[src/rtl/ucie_ctl_sb_tx_arbiter.sv]
// ucie_ctl_sb_tx_arbiter
// Shares the sideband transmit channel toward the remote die between NREQ
// on-die message sources. Arbitration is round-robin with a per-message
// lock. New messages are only granted while remote receive credits remain.
// Optional macro SB_ARB_STRICT_PRIO_EN: when defined, the winner is the
// lowest-index valid source and no round-robin pointer is kept.

// Protocol invariants for the arbiter outputs, instantiated by the top.
module ucie_ctl_sb_tx_arbiter_chk #(
  parameter int NREQ    = 3,
  parameter int CRD_MAX = 4,
  parameter int CRD_W   = $clog2(CRD_MAX + 1)
) (
  input logic             i_clk,
  input logic             i_rst_n,
  input logic [NREQ-1:0]  i_ready,
  input logic             i_sb_valid,
  input logic             i_sb_last,
  input logic [CRD_W-1:0] i_crd_count
);

  // At most one source may be accepted per cycle.
  a_ready_onehot0 : assert property (@(posedge i_clk) disable iff (!i_rst_n)
    $onehot0(i_ready));

  // The credit counter never exceeds its reset value.
  a_crd_bound : assert property (@(posedge i_clk) disable iff (!i_rst_n)
    (i_crd_count <= CRD_W'(CRD_MAX)));

  // A last flag is only meaningful on a valid beat.
  a_last_qualified : assert property (@(posedge i_clk) disable iff (!i_rst_n)
    (i_sb_last |-> i_sb_valid));

endmodule

module ucie_ctl_sb_tx_arbiter #(
  parameter int NC      = 32,
  parameter int NREQ    = 3,
  parameter int CRD_MAX = 4,
  parameter int CRD_W   = $clog2(CRD_MAX + 1)
) (
  input  logic                    i_clk,
  input  logic                    i_rst_n,
  input  logic [NREQ-1:0]         i_req_valid,
  input  logic [NREQ-1:0]         i_req_last,
  input  logic [NREQ*NC-1:0]      i_req_data,
  output logic [NREQ-1:0]         o_req_ready,
  output logic                    o_sb_data_valid,
  output logic                    o_sb_last,
  output logic [NC-1:0]           o_data_sent_sb,
  output logic [$clog2(NREQ)-1:0] o_grant_id,
  output logic                    o_busy,
  input  logic                    i_sb_crd_return,
  output logic [CRD_W-1:0]        o_crd_count,
  output logic                    o_crd_err
);

  localparam int ID_W = $clog2(NREQ);
  localparam logic [ID_W-1:0]  ID_ZERO  = {ID_W{1'b0}};
  localparam logic [ID_W-1:0]  ID_ONE   = ID_W'(1);
  localparam logic [ID_W-1:0]  ID_LAST  = ID_W'(NREQ - 1);
  localparam logic [CRD_W-1:0] CRD_ZERO = {CRD_W{1'b0}};
  localparam logic [CRD_W-1:0] CRD_ONE  = CRD_W'(1);
  localparam logic [CRD_W-1:0] CRD_FULL = CRD_W'(CRD_MAX);

  typedef enum logic [0:0] {
    ST_IDLE   = 1'b0,
    ST_LOCKED = 1'b1
  } state_e;

  state_e            state_r;
  state_e            state_nxt_s;
  logic [ID_W-1:0]   grant_r;
  logic [ID_W-1:0]   grant_nxt_s;
  logic [CRD_W-1:0]  crd_r;
  logic [CRD_W-1:0]  crd_nxt_s;
  logic              crd_err_r;
  logic              crd_err_nxt_s;
  logic              sb_valid_r;
  logic              sb_last_r;
  logic [NC-1:0]     sb_data_r;

  logic              win_found_s;
  logic [ID_W-1:0]   win_id_s;
  logic [NREQ-1:0]   ready_s;
  logic [ID_W-1:0]   xfer_id_s;
  logic              xfer_s;
  logic              xfer_last_s;
  logic [NC-1:0]     xfer_data_s;
  logic              consume_s;

  // Successor index with wrap-around at NREQ.
  function automatic logic [ID_W-1:0] id_inc(input logic [ID_W-1:0] id);
    logic [ID_W-1:0] res;
    if (id == ID_LAST) begin
      res = ID_ZERO;
    end else begin
      res = id + ID_ONE;
    end
    return res;
  endfunction

`ifdef SB_ARB_STRICT_PRIO_EN
  // Fixed priority: the lowest-index valid source wins.
  always_comb begin
    logic take;
    win_found_s = 1'b0;
    win_id_s    = ID_ZERO;
    take        = 1'b0;
    for (int j = 0; j < NREQ; j++) begin
      take        = i_req_valid[j] & ~win_found_s;
      win_id_s    = take ? ID_W'(j) : win_id_s;
      win_found_s = win_found_s | take;
    end
  end
`else
  logic [ID_W-1:0] rr_r;
  logic [ID_W-1:0] rr_nxt_s;

  // Round-robin: first valid source scanning upward from the pointer.
  always_comb begin
    logic take;
    int   idx;
    win_found_s = 1'b0;
    win_id_s    = ID_ZERO;
    take        = 1'b0;
    idx         = 0;
    for (int i = 0; i < NREQ; i++) begin
      idx         = int'(rr_r) + i;
      idx         = (idx >= NREQ) ? (idx - NREQ) : idx;
      take        = i_req_valid[idx] & ~win_found_s;
      win_id_s    = take ? ID_W'(idx) : win_id_s;
      win_found_s = win_found_s | take;
    end
  end

  // The pointer moves past whichever source just finished a message.
  always_comb begin
    rr_nxt_s = rr_r;
    if (xfer_s && xfer_last_s) begin
      rr_nxt_s = id_inc(xfer_id_s);
    end else begin
      rr_nxt_s = rr_r;
    end
  end

  // Round-robin pointer register.
  always_ff @(posedge i_clk or negedge i_rst_n) begin
    if (!i_rst_n) begin
      rr_r <= ID_ZERO;
    end else begin
      rr_r <= rr_nxt_s;
    end
  end
`endif

  // Ready selection and beat mux: the lock owner while LOCKED, otherwise
  // the arbitration winner, but only when a credit is available.
  always_comb begin
    ready_s   = {NREQ{1'b0}};
    xfer_id_s = grant_r;
    if (state_r == ST_LOCKED) begin
      ready_s[grant_r] = 1'b1;
      xfer_id_s        = grant_r;
    end else if (win_found_s && (crd_r != CRD_ZERO)) begin
      ready_s[win_id_s] = 1'b1;
      xfer_id_s         = win_id_s;
    end else begin
      ready_s   = {NREQ{1'b0}};
      xfer_id_s = grant_r;
    end
    xfer_s      = |(ready_s & i_req_valid);
    xfer_last_s = i_req_last[xfer_id_s];
    xfer_data_s = i_req_data[int'(xfer_id_s) * NC +: NC];
    consume_s   = xfer_s & (state_r == ST_IDLE);
  end

  // Message lock FSM: multi-beat messages hold the channel until last.
  always_comb begin
    state_nxt_s = state_r;
    grant_nxt_s = grant_r;
    case (state_r)
      ST_IDLE: begin
        if (xfer_s && !xfer_last_s) begin
          state_nxt_s = ST_LOCKED;
          grant_nxt_s = win_id_s;
        end else begin
          state_nxt_s = ST_IDLE;
          grant_nxt_s = ID_ZERO;
        end
      end
      ST_LOCKED: begin
        if (xfer_s && xfer_last_s) begin
          state_nxt_s = ST_IDLE;
          grant_nxt_s = ID_ZERO;
        end else begin
          state_nxt_s = ST_LOCKED;
          grant_nxt_s = grant_r;
        end
      end
      default: begin
        state_nxt_s = ST_IDLE;
        grant_nxt_s = ID_ZERO;
      end
    endcase
  end

  // Credit bookkeeping: simultaneous consume and return cancel out; a
  // return at full count saturates and raises the sticky error.
  always_comb begin
    crd_nxt_s     = crd_r;
    crd_err_nxt_s = crd_err_r;
    case ({consume_s, i_sb_crd_return})
      2'b10: begin
        crd_nxt_s = crd_r - CRD_ONE;
      end
      2'b01: begin
        if (crd_r == CRD_FULL) begin
          crd_err_nxt_s = 1'b1;
        end else begin
          crd_nxt_s = crd_r + CRD_ONE;
        end
      end
      default: begin
        crd_nxt_s = crd_r;
      end
    endcase
  end

  // State, grant and credit registers.
  always_ff @(posedge i_clk or negedge i_rst_n) begin
    if (!i_rst_n) begin
      state_r   <= ST_IDLE;
      grant_r   <= ID_ZERO;
      crd_r     <= CRD_FULL;
      crd_err_r <= 1'b0;
    end else begin
      state_r   <= state_nxt_s;
      grant_r   <= grant_nxt_s;
      crd_r     <= crd_nxt_s;
      crd_err_r <= crd_err_nxt_s;
    end
  end

  // Output beat register: one cycle after acceptance, zero otherwise.
  always_ff @(posedge i_clk or negedge i_rst_n) begin
    if (!i_rst_n) begin
      sb_valid_r <= 1'b0;
      sb_last_r  <= 1'b0;
      sb_data_r  <= {NC{1'b0}};
    end else begin
      sb_valid_r <= xfer_s;
      sb_last_r  <= xfer_s & xfer_last_s;
      sb_data_r  <= xfer_s ? xfer_data_s : {NC{1'b0}};
    end
  end

  assign o_req_ready     = ready_s;
  assign o_sb_data_valid = sb_valid_r;
  assign o_sb_last       = sb_last_r;
  assign o_data_sent_sb  = sb_data_r;
  assign o_grant_id      = grant_r;
  assign o_busy          = (state_r == ST_LOCKED);
  assign o_crd_count     = crd_r;
  assign o_crd_err       = crd_err_r;

  ucie_ctl_sb_tx_arbiter_chk #(
    .NREQ    (NREQ),
    .CRD_MAX (CRD_MAX),
    .CRD_W   (CRD_W)
  ) u_chk (
    .i_clk       (i_clk),
    .i_rst_n     (i_rst_n),
    .i_ready     (ready_s),
    .i_sb_valid  (sb_valid_r),
    .i_sb_last   (sb_last_r),
    .i_crd_count (crd_r)
  );

endmodule

[config.mk]
export PLATFORM = sky130hd
export DESIGN_NAME = ucie_ctl_sb_tx_arbiter
export DESIGN_NICKNAME = d
export VERILOG_FILES = /design/src/rtl/ucie_ctl_sb_tx_arbiter.sv
export SDC_FILE = /design/constraint.sdc
export NUM_CORES = 1
export LEC_CHECK = 0
export BUFFER_PORTS_ARGS = -buffer_cell sky130_fd_sc_hd__buf_2
export CORE_UTILIZATION = 30
export CTS_BUF_LIST = sky130_fd_sc_hd__clkbuf_16
export DETAILED_ROUTE_END_ITERATION = 8
export SETUP_SLACK_MARGIN = 0.4
export SLEW_MARGIN = 20
export SYNTH_ARGS = -nofsm -noshare
export SYNTH_HDL_FRONTEND = slang
export SYNTH_SLANG_ARGS = --single-unit
[constraint.sdc]
create_clock -name i_clk -period 3.8 [get_ports i_clk]
set_clock_uncertainty 0.15 [all_clocks]
set_input_delay 0.38 -clock i_clk [delete_from_list [all_inputs] [get_ports i_clk]]
set_output_delay 0.38 -clock i_clk [all_outputs]
set_load 0.05 [all_outputs]
==> flow_summary.yaml <==
power_and_ir_drop:
  p_leak_nw: 1.996
  power_w: 0.004444
  vdd_drop_max_mv: 0.5500
  power_density_nw_per_um2: 1171
  internal_power_w: 0.002003
  power.switching_w: 0.002441
  switching_share_pct: 54.93
  p_seq_share_pct: 16.9
  clockPowerShare_pct: 9.3
  comb_power_share_pct: 73.7
global_routing:
  grt_pass1_wl_mm: 14.85
  grtUsageTotal_pct: 19.32
  grt_max_degree: 44
  antenna_found_initial: 0
  grt_pass1_vias: 3012
  grt_overflow: 0
route:
  antenna_left: 0
  met3WireLength_um: 729
  top_layer: "met4"
  drc: 8
  vias: 3097
  dr.pass1.iters: 7
  routed-wl-met2_mm: 4.615
  drt_iter0_drc: 149
  wl_per_cell_um: 15.60
  wl_met1_mm: 3.815
  viasPerCell: 5.258
  wirelength_mm: 9.188
layout:
  drive_gt1_share_pct: 37.42
  postLayoutCoreUtil_pct: 43.09
  layout_common_cells: "buf_2, nand2_1, dfrtp_1, o21ai_0, a21oi_1"
  final_common_cell: "buf_2"
  fin_area_um2: 3795
  syn2layout_area_growth_pct: 37.55
  finalNetCount: 590
  diodes: 0
synth:
  postSynth.asyncResetShare_pct: 100.0
  ys_seq_elements: 43
  synth_edf_count: 0
  synth_cell_types: 47
  synth.avg_cell_area_um2: 8.138
  yosys.area.top_type_share_pct: 38.10
  synthCells: 339
  syn-cell-area_um2: 2759
  synth_top_area_cell: "dfrtp_1"
  synthTopCellsByArea: "dfrtp_1, a21o_1, a21oi_1"
  ys_seq_area_share_pct: 39.05
  syn_nets: 449
  synth_warnings: 0
  synthFlopType: "dfrtp_1"
floorplan:
  start_util_pct: 31.33
  core_um2: 8806
  num_rows: 34
  die_x_um: 97.90
  die_h_um: 97.90
  die_area_um2: 9583
  io_pins: 149
flow_run:
  drv_cap: 0
clock_network:
  cts_root_buffer: "clkbuf_16"
  htree_levels: 2
  clock_path_buffers: 2
  path_clk_slew_ps: 60
  cts.sinks: 43
  clk_latency_ps: 280
  numCtsBuffers: 5
  tritoncts: "yes"
timing:
  clock.fmax_mhz: 308.3
  hold_viol: 0
  rsz0062_at_grt: "false"
  post-route-period-util_pct: 85.37
  worst_pin_slew_ps: 567.9
  setup_violations: 0
  relSlewSlack_pct: 62.14
  tns_ps: 0
  fin_crit_ps: 3244
  slew_viol_final: 0
place:
  placed_area_um2: 3603
  gp_congestion: 0.8657
  io_buffers: 148
  dpl.hpwl_mm: 6.573
worst_setup_path:
  cp.arrival_ps: 2710
  crit_fanout: 8
  worstPathRequired_ps: 3270
  worst_setup_path_end_kind: "output pin"
  critPathKind: "flip-flop to output pin"
  crit_path_start_kind: "flip-flop"
run_status:
  violations: "design-rule violations"
  outcome: "finished, violations left"
worst_hold_path:
  hp-class: "input port to flip-flop"
-- cells in the mapped netlist (all sizes together) (3+ instances only) --
library cell  count
o21ai            43
mux2i             5
o21bai            3
nor2b             4
ha                4
clkbuf           18
buf               8
nand3            36
a21o             33
and3              3
nor3              5
nand2            45
nor2              7
a21oi            41
dfrtp            42
inv              11
-- power groups by stage --
stage,sequential (W),clock (W),combinational [W]
after floorplan,0.00126,0,0.00194
after global placement,0.000757,0,0.00317
after detailed placement,0.000761,0,0.00320
after CTS,0.000752,0.000431,0.00321
after global routing,0.000773,0.000452,0.00358
final,0.000752,0.000415,0.00328
-- flip-flops by register name (all words and copies together), names as in the netlist, named ones only --
| name | count |
|---|---|
| o_sb_last | 1 |
| o_grant_id | 2 |
| o_sb_data_valid | 1 |
| o_crd_err | 1 |
| o_crd_count | 3 |
| o_data_sent_sb | 32 |
| rr_r | 2 |
-- worst paths after layout --
| kind | from | end | slack (ps) | depth (start not counted) |
|---|---|---|---|---|
| worst min register to register | o_crd_err | o_crd_err | 320 | 1 |
| worst max register to register | rr_r[0] | rr_r[0] | 660 | 10 |
| worst max-delay path | rr_r[0] | o_req_ready[0] | 560 | 9 |
| min in group asynchronous | i_rst_n | o_crd_err | 480 | 2 |
| max in group asynchronous | i_rst_n | rr_r[1] | 2630 | 2 |
| worst min-delay path | i_req_data[59] | o_data_sent_sb[27] | 180 | 3 |
-- critical path: stages (launching register included) --
cell	delay [ps]
dfrtp_1	380
inv_1	90
ha_1	420
nor2b_1	180
o21a_1	240
o32a_1	420
a21oi_2	260
nand2_1	90
o21ai_0	110
buf_4	250
-- metal layers --
layer  up-vias  track usage, %
met4         0           3.497
met5         -               0
met1      1466           23.94
met3         2           4.939
met2       137           34.02
li1       1492               -
-- kinds of logic after synthesis --
| family | count (synthesis) | share of synthesized area [%] |
|---|---|---|
| AOI/OAI and AO/OA | 140 | 32.06 |
| and+or+nand+nor | 108 | 18.23 |
| muxes | 6 | 2.222 |
| adders and majority gates | 5 | 2.540 |
| DFF | 43 | 39.05 |
| buffers and inverters | 37 | 5.895 |
-- final cells by class --
cell class,instances,area (um2)
Fill cell,924,5011
Multi-Input combinational cell,259,1546
Sequential cell,43,1077
Timing Repair Buffer,160,854.6
Tap cell,108,135.1
Clock buffer,5,125.1
Inverter,11,41.29
Clock inverter,3,15.01
-- per-stage QoR --
step	cells	hold slack, ps	setup WS [ps]
finish	589	175.0	556.0
global route	589	167.9	400.1
CTS	585	167.8	407.3
detailed placement	577	328.8	483.3
global placement	577	295.5	538.0
floorplan	339	-65.59	674.2
-- repair_timing --
action                     4_1_cts  5_1_grt
hold endpoints to repair         0        1
hold buffers                     0        1
setup buffers                    0        3
resized for setup                0        6
setup endpoints to repair        0       36
Note: power is estimated with default switching activity, not from simulation.
